## config.mk

```make
export PLATFORM = sky130hd
export DESIGN_NAME = step_profile_generator_flat
export DESIGN_NICKNAME = d
export VERILOG_FILES = /design/src/rtl/step_profile_generator_if.sv /design/src/rtl/step_profile_generator.sv /design/src/flat_wrapper.sv
export SDC_FILE = /design/constraint.sdc
export NUM_CORES = 1
export LEC_CHECK = 0
export BUFFER_PORTS_ARGS = -buffer_cell sky130_fd_sc_hd__buf_2
export CAP_MARGIN = 20
export CORE_MARGIN = 2
export CORE_UTILIZATION = 62
export DETAILED_ROUTE_END_ITERATION = 8
export HOLD_SLACK_MARGIN = 0.08
export PLACE_DENSITY = 0.79
export SYNTH_ARGS = -nofsm -noshare
export SYNTH_HDL_FRONTEND = slang
export SYNTH_SLANG_ARGS = --single-unit
```

## constraint.sdc

```tcl
create_clock -name clk -period 8.15 [get_ports clk]
set_input_delay 0.4075 -clock clk [delete_from_list [all_inputs] [get_ports clk]]
set_output_delay 0.4075 -clock clk [all_outputs]
set_load 0.01 [all_outputs]
```

## src/rtl/step_profile_generator_if.sv

```systemverilog
// Bundles the parameter / start handshake and the step-pin outputs of one axis
// so that the parameter stage (master) and the pulse generator (slave) share one port.
interface step_profile_generator_if;
  logic        start;
  logic [31:0] params [0:4];
  logic        dir;
  logic        step;
  logic        dir_out;
  logic        busy;
  logic        finish;
  logic [31:0] steps_done;

  modport master (
    output start, params, dir,
    input  step, dir_out, busy, finish, steps_done
  );

  modport slave (
    input  start, params, dir,
    output step, dir_out, busy, finish, steps_done
  );
endinterface

```

## src/rtl/step_profile_generator.sv

```systemverilog
// Trapezoidal step-pulse generator for one stepper axis: nn accelerating,
// N-2*nn cruise and nn decelerating steps, followed by a one-cycle finish pulse.
module step_profile_generator #(
  parameter int unsigned PULSE_W    = 4,
  parameter int unsigned MIN_PERIOD = 8
) (
  input  logic                    clk,
  input  logic                    reset,
  step_profile_generator_if.slave bus
);
  localparam logic [31:0] MIN_P = 32'(MIN_PERIOD);
  localparam logic [31:0] PW    = 32'(PULSE_W);

  typedef enum logic [2:0] {IDLE, ACCEL, CRUISE, DECEL, DONE} state_t;

  state_t      state_reg;
  logic [31:0] p_reg;        // current accel/decel period
  logic [31:0] p0_reg;       // clamped t0, ceiling for deceleration
  logic [31:0] tna_c_reg;    // clamped tna: cruise period and accel floor
  logic [31:0] delta_reg;
  logic [31:0] nn_eff_reg;
  logic [31:0] cruise_n_reg;
  logic [31:0] k_reg;        // step index within the current phase
  logic [31:0] cnt_reg;      // cycles elapsed in the current period, 0 = first step pending
  logic        step_reg;
  logic        dir_reg;
  logic        busy_reg;
  logic        finish_reg;
  logic [31:0] steps_done_reg;

  // Move setup derived from the live parameter inputs, used only when start is accepted
  logic [31:0] n_in, nn_in, t0_in, tna_in, delta_in;
  logic [31:0] half_n, nn_eff_in, cruise_n_in, p0_in, tna_c_in;

  assign n_in     = bus.params[0];
  assign nn_in    = bus.params[1];
  assign t0_in    = bus.params[2];
  assign tna_in   = bus.params[3];
  assign delta_in = bus.params[4];

  assign half_n      = n_in >> 1;
  assign nn_eff_in   = (nn_in < half_n) ? nn_in : half_n;
  assign cruise_n_in = n_in - (nn_eff_in << 1);
  assign p0_in       = (t0_in > MIN_P) ? t0_in : MIN_P;
  assign tna_c_in    = (tna_in > MIN_P) ? tna_in : MIN_P;

  // Period updates: accel subtracts with floor at zero, decel adds with 33-bit saturation
  logic [31:0] p_sub, p_acc, p_dec, cur_len;
  logic [32:0] p_sum;

  assign p_sub   = (p_reg > delta_reg) ? (p_reg - delta_reg) : 32'd0;
  assign p_acc   = (p_sub > tna_c_reg) ? p_sub : tna_c_reg;
  assign p_sum   = {1'b0, p_reg} + {1'b0, delta_reg};
  assign p_dec   = (p_sum < {1'b0, p0_reg}) ? p_sum[31:0] : p0_reg;
  assign cur_len = (state_reg == CRUISE) ? tna_c_reg : p_reg;

  // Phase sequencing at the end of a period
  state_t      nxt_state;
  logic [31:0] nxt_k;
  logic        move_done;

  always_comb begin
    nxt_state = state_reg;
    nxt_k     = k_reg + 32'd1;
    move_done = 1'b0;
    case (state_reg)
      ACCEL: begin
        if (k_reg == nn_eff_reg - 32'd1) begin
          nxt_k     = 32'd0;
          nxt_state = (cruise_n_reg != 32'd0) ? CRUISE : DECEL;
        end
      end
      CRUISE: begin
        if (k_reg == cruise_n_reg - 32'd1) begin
          nxt_k = 32'd0;
          if (nn_eff_reg != 32'd0) nxt_state = DECEL;
          else                     move_done = 1'b1;
        end
      end
      DECEL: begin
        if (k_reg == nn_eff_reg - 32'd1) move_done = 1'b1;
      end
      default: begin
        nxt_state = state_reg;
      end
    endcase
  end

  always_ff @(posedge clk) begin
    if (reset) begin
      state_reg      <= IDLE;
      p_reg          <= 32'd0;
      p0_reg         <= 32'd0;
      tna_c_reg      <= 32'd0;
      delta_reg      <= 32'd0;
      nn_eff_reg     <= 32'd0;
      cruise_n_reg   <= 32'd0;
      k_reg          <= 32'd0;
      cnt_reg        <= 32'd0;
      step_reg       <= 1'b0;
      dir_reg        <= 1'b0;
      busy_reg       <= 1'b0;
      finish_reg     <= 1'b0;
      steps_done_reg <= 32'd0;
    end else begin
      case (state_reg)
        IDLE: begin
          finish_reg <= 1'b0;
          if (bus.start) begin
            p_reg          <= p0_in;
            p0_reg         <= p0_in;
            tna_c_reg      <= tna_c_in;
            delta_reg      <= delta_in;
            nn_eff_reg     <= nn_eff_in;
            cruise_n_reg   <= cruise_n_in;
            dir_reg        <= bus.dir;
            k_reg          <= 32'd0;
            cnt_reg        <= 32'd0;
            steps_done_reg <= 32'd0;
            if (n_in == 32'd0)           state_reg <= DONE;
            else if (nn_eff_in == 32'd0) state_reg <= CRUISE;
            else                         state_reg <= ACCEL;
          end
        end
        ACCEL, CRUISE, DECEL: begin
          if (cnt_reg == 32'd0) begin
            step_reg       <= 1'b1;
            busy_reg       <= 1'b1;
            steps_done_reg <= steps_done_reg + 32'd1;
            cnt_reg        <= 32'd1;
          end else if (cnt_reg == cur_len) begin
            if (state_reg == ACCEL && nxt_state == ACCEL) p_reg <= p_acc;
            if (state_reg == DECEL)                       p_reg <= p_dec;
            if (move_done) begin
              state_reg  <= DONE;
              finish_reg <= 1'b1;
              busy_reg   <= 1'b0;
              step_reg   <= 1'b0;
              cnt_reg    <= 32'd0;
            end else begin
              // next period starts on this same edge: no gap between steps
              state_reg      <= nxt_state;
              k_reg          <= nxt_k;
              step_reg       <= 1'b1;
              steps_done_reg <= steps_done_reg + 32'd1;
              cnt_reg        <= 32'd1;
            end
          end else begin
            cnt_reg <= cnt_reg + 32'd1;
            if (cnt_reg == PW) step_reg <= 1'b0;
          end
        end
        DONE: begin
          // a zero-step move arrives here with finish still low and raises it one cycle later
          if (!finish_reg) begin
            finish_reg <= 1'b1;
          end else begin
            finish_reg <= 1'b0;
            state_reg  <= IDLE;
          end
        end
        default: state_reg <= IDLE;
      endcase
    end
  end

  assign bus.step       = step_reg;
  assign bus.dir_out    = dir_reg;
  assign bus.busy       = busy_reg;
  assign bus.finish     = finish_reg;
  assign bus.steps_done = steps_done_reg;
endmodule

```

## src/flat_wrapper.sv

```systemverilog
// flat-port wrapper written by rule: the top's interface ports become plain ports
module step_profile_generator_flat 
#(
  parameter int unsigned PULSE_W    = 4,
  parameter int unsigned MIN_PERIOD = 8
)
  (clk, reset, bus_start, bus_params, bus_dir, bus_step, bus_dir_out, bus_busy, bus_finish, bus_steps_done);
  step_profile_generator_if bus_i ();
  input  logic clk;
  input  logic reset;
  input wire logic [$bits(bus_i.start)-1:0] bus_start;
  input wire logic [$bits(bus_i.params)-1:0] bus_params;
  input wire logic [$bits(bus_i.dir)-1:0] bus_dir;
  output wire logic [$bits(bus_i.step)-1:0] bus_step;
  output wire logic [$bits(bus_i.dir_out)-1:0] bus_dir_out;
  output wire logic [$bits(bus_i.busy)-1:0] bus_busy;
  output wire logic [$bits(bus_i.finish)-1:0] bus_finish;
  output wire logic [$bits(bus_i.steps_done)-1:0] bus_steps_done;
  assign bus_i.start = bus_start;
  assign bus_i.params = {>>{bus_params}};
  assign bus_i.dir = bus_dir;
  assign bus_step = bus_i.step;
  assign bus_dir_out = bus_i.dir_out;
  assign bus_busy = bus_i.busy;
  assign bus_finish = bus_i.finish;
  assign bus_steps_done = bus_i.steps_done;
  step_profile_generator #(.PULSE_W(PULSE_W), .MIN_PERIOD(MIN_PERIOD)) u_core (.clk(clk), .reset(reset), .bus(bus_i));
endmodule
```

==> impl_metrics.csv <==
group,metric,value,unit
run_status,status,"finished, final reports clean",
global_route,grt.overflow.total,0,
synth,synthTopCellsByArea,"dfxtp_1 (24%), ha_1 (9.7%), xnor2_1 (5.9%)",
clock_network,clock-root-buffer,"clkbuf_16",
synth,netlist_instances,3348,
sta,worst_slack,1.30,ns
synth,synth_edf_count,0,
synth,synth_top_area_share,23.7,%
power_and_ir_drop,irDropWorstVdd,0.000212,V
power_and_ir_drop,switchingPower,0.00295,W
worst_setup_path,r2r_slack,1.30,ns
drt,wl_per_cell,23.2,um
die,dieHeight,204,um
drt,drc,0,
sta,rsz0062_at_grt,"no",
clock_network,clock-sinks,295,
clock_network,clk_latency,0.58,ns
sta,hold_violations,0,
synth,syn-num-nets,3708,
drt,drt-pass1-iter-count,7,
sta,final_max_slew_viol_count,0,
job,cap_violations,0,
placed_design,dp_hpwl,70100,um
global_route,grt_pass1_vias,25900,
clock_network,cts_buffer_depth,3,
global_route,grt_pass1_wl,142000,um
power_and_ir_drop,p_leak,11.1,nW
power_and_ir_drop,pwr-share-comb,48.6,%
worst_setup_path,cp.required,8.62,ns
synth,synth_area_per_cell,7.44,um^2
die,initial_core_util,62.8,%
worst_setup_path,critical_path.max_fanout,36,
synth,async_reset_ff_share,0,%
clock_network,htree_levels,2,
sta,fin_skew,0.0322,ns
synth,synth_seq_cells,295,
clock_network,ctsResizeCount,0,
final_layout,fillers,3361,
sta,fmax,0.146,GHz
power_and_ir_drop,sw_frac_of_total,44.4,%
die,core-area,39600,um^2
worst_setup_path,crit_path_end_kind,"register",
power_and_ir_drop,seqPwrFrac,26.4,%
final_layout,area_growth,10.5,%
final_layout,nets,3801,
power_and_ir_drop,p_clk_share,24.9,%
worst_setup_path,path_class,"reg2reg",
worst_setup_path,critical_path.slowest_cell,"ha_1",
global_route,antenna_found_initial,1,
synth,synthDistinctLibCells,101,
final_layout,multi_input_area,17400,um^2
sta,max_slew_margin,30.3,%
synth,synth.cell_area,24900,um^2
placed_design,gp_congestion,1.02,
die,die_area,41800,um^2
sta,setup_viol,0,
sta,period_share,84.1,%
die,io_pins,200,
placed_design,io_buffers,199,
clock_network,postCtsSetupBuffers,0,
final_layout,drive_gt1_share,10.9,%
die,die_width,204,um
drt,dr.first_iter.drc_count,3015,
worst_setup_path,arrival,7.33,ns
drt,dr_total_vias,26900,
final_layout,regArea,5910,um^2
placed_design,preCtsSetupSlack,1.43,ns
clock_network,cts_tree,"done",
synth,ys_dominant_reg_cell,"dfxtp_1",
worst_hold_path,hold_path.class,"in2reg",
clock_network,path_clk_slew,0.06,ns
synth,ys_seq_area_share,23.7,%
power_and_ir_drop,p_int,0.00370,W
placed_design,place_inst,3896,
worst_setup_path,cp_cell_sequence,"ha_1, nand3_1, nor3_1, nand2_1, or4_1, o211ai_1, and2_1, buf_4, nor2_1, ha_1, nand2_1, or3_1, nor4_1, o31ai_1, nand4_1, and2_1, buf_4, nand2_1, or3_1, o211a_1, a311oi_1",
die,rows,73,
clock_network,tritoncts.num_buffers,37,
sta,min_period,6.85,ns
global_route,track_usage,43.2,%
global_route,grt_max_degree,87,
sta,worstMarginPinSlew,1.04,ns
power_and_ir_drop,p_per_area,242,nW/um^2
synth,synth_area_leader_cell,"dfxtp_1",
final_layout,fin_cells,3992,
drt,viasPerCell,6.74,
worst_setup_path,cp_common_cell,"nand2_1",
worst_setup_path,critical-path-max-stage-delay,0.63,ns
sta,setup_tns,0,ns
worst_setup_path,worstSetupStartpointType,"register",
synth,yosysWarnings,0,
drt,wirelength,92400,um
drt,antenna_left,0,
## per-layer routing
metal,vias up,GRT usage [%],wire length [um]
li1,12300,-,-
met1,12600,50.0,34300
met2,1535,72.3,42500
met3,458,5.93,7590
met4,0,33.5,8060
met5,-,0,0
## repair_timing
| action | in CTS | in global routing |
|---|---|---|
| endpoints found under the setup margin | 0 | 0 |
| hold buffers | 29 | 1 |
| hold endpoints to repair | 29 | 1 |
## worst paths after layout
kind,to,cells after the start,from
max,u_core.p_reg[29],21,u_core.p_reg[20]
min,u_core.tna_c_reg[6],3,bus_params[38]
max reg2reg,u_core.p_reg[29],21,u_core.p_reg[20]
min reg2reg,u_core.p0_reg[29],2,u_core.p0_reg[29]
## cell type report
type                       instances  share of cell area [%]
timing repair buffer             261                    5.68
clock inverter                    18                   0.660
multi-input combinational       2630                    63.1
clock buffer                      46                    3.71
tap                              525                    2.39
sequential                       295                    21.5
antenna                            1                 0.00910
inverter                         216                    2.95
## power by group through the flow
stage / combinational (W) / clock [W] / sequential, W
after floorplan: 0.00228 / 0 / 0.00168
after global placement: 0.00303 / 0 / 0.00177
after detailed placement: 0.00310 / 0 / 0.00178
after CTS: 0.00313 / 0.00166 / 0.00174
after global routing: 0.00349 / 0.00172 / 0.00176
final: 0.00323 / 0.00166 / 0.00176
## cell usage after synthesis, types with 22 or more instances
cell,instances
clkbuf_1,160
xnor2_1,169
buf_2,27
nor2_1,282
dfxtp_1,295
mux2i_1,72
nand2b_1,31
nand3_1,93
a311oi_1,27
a21o_1,34
or4_1,22
nor3_1,101
o21ai_0,147
nor2b_1,35
or3_1,31
nand2_1,349
a31oi_1,32
xor2_1,53
a211oi_1,75
a21oi_1,271
inv_1,213
nor4_1,90
and3_1,56
nand4_1,57
ha_1,193
o31ai_1,22
o211ai_1,24
## metrics by stage
| stage | total power, W | area, um^2 | utilization (%) | hold WS, ns |
|---|---|---|---|---|
| 2_1_floorplan | 0.00396 | 24900 | - | 0.436 |
| 3_3_place_gp | 0.00479 | 26000 | 65.5 | 0.443 |
| 3_5_place_dp | 0.00488 | 26000 | 65.5 | 0.454 |
| 4_1_cts | 0.00654 | 27500 | 69.3 | 0.0815 |
| 5_1_grt | 0.00697 | 27500 | 69.4 | 0.0887 |
| 6_report | 0.00665 | 27500 | 69.4 | 0.0860 |
## cell families (layout without fill, tap and decap cells)
group	after synthesis	in the layout	share of synthesized area (%)
AO/OA/AOI/OAI	852	852	22.6
XOR/XNOR	222	222	7.81
adder cells (fa/ha/maj)	196	196	9.94
buffers and inverters	423	541	6.65
flip-flops	295	295	23.7
multiplexers	89	89	3.66
other	0	1	0
AND/OR/NAND/NOR	1271	1271	25.6
## cell usage in the layout (no fill, tap or decap), types with 16 or more instances in the layout
master and n:
mux2i_1 72, and3_1 55, a211oi_1 75, or3_1 31
a31oi_1 32, dlygate4sd3_1 30, nand2_1 348, buf_2 198
mux2_2 16, or4_1 22, xor2_1 53, a21o_1 33
inv_1 213, nor4_1 90, o21a_1 18, o21ai_0 147
o21bai_1 17, nor3_1 100, nand2b_1 31, clkbuf_16 37
buf_4 31, a21oi_1 271, nor3b_1 16, xnor2_1 169
dfxtp_1 295, o31ai_1 22, nand3_1 92, nand4_1 57
o211ai_1 24, a311oi_1 27, nor2_1 282, ha_1 193
nor2b_1 35
## critical path: cells and delay by family, from the launching register on
| family | cells | cell delay, ns |
|---|---|---|
| AOI/OAI and AO/OA | 4 | 0.67 |
| adders and majority gates | 2 | 0.95 |
| buffers and inverters | 2 | 0.78 |
| DFF | 1 | 0.45 |
| and+or+nand+nor | 13 | 3.88 |
Note: power is estimated with default switching activity, not from simulation.
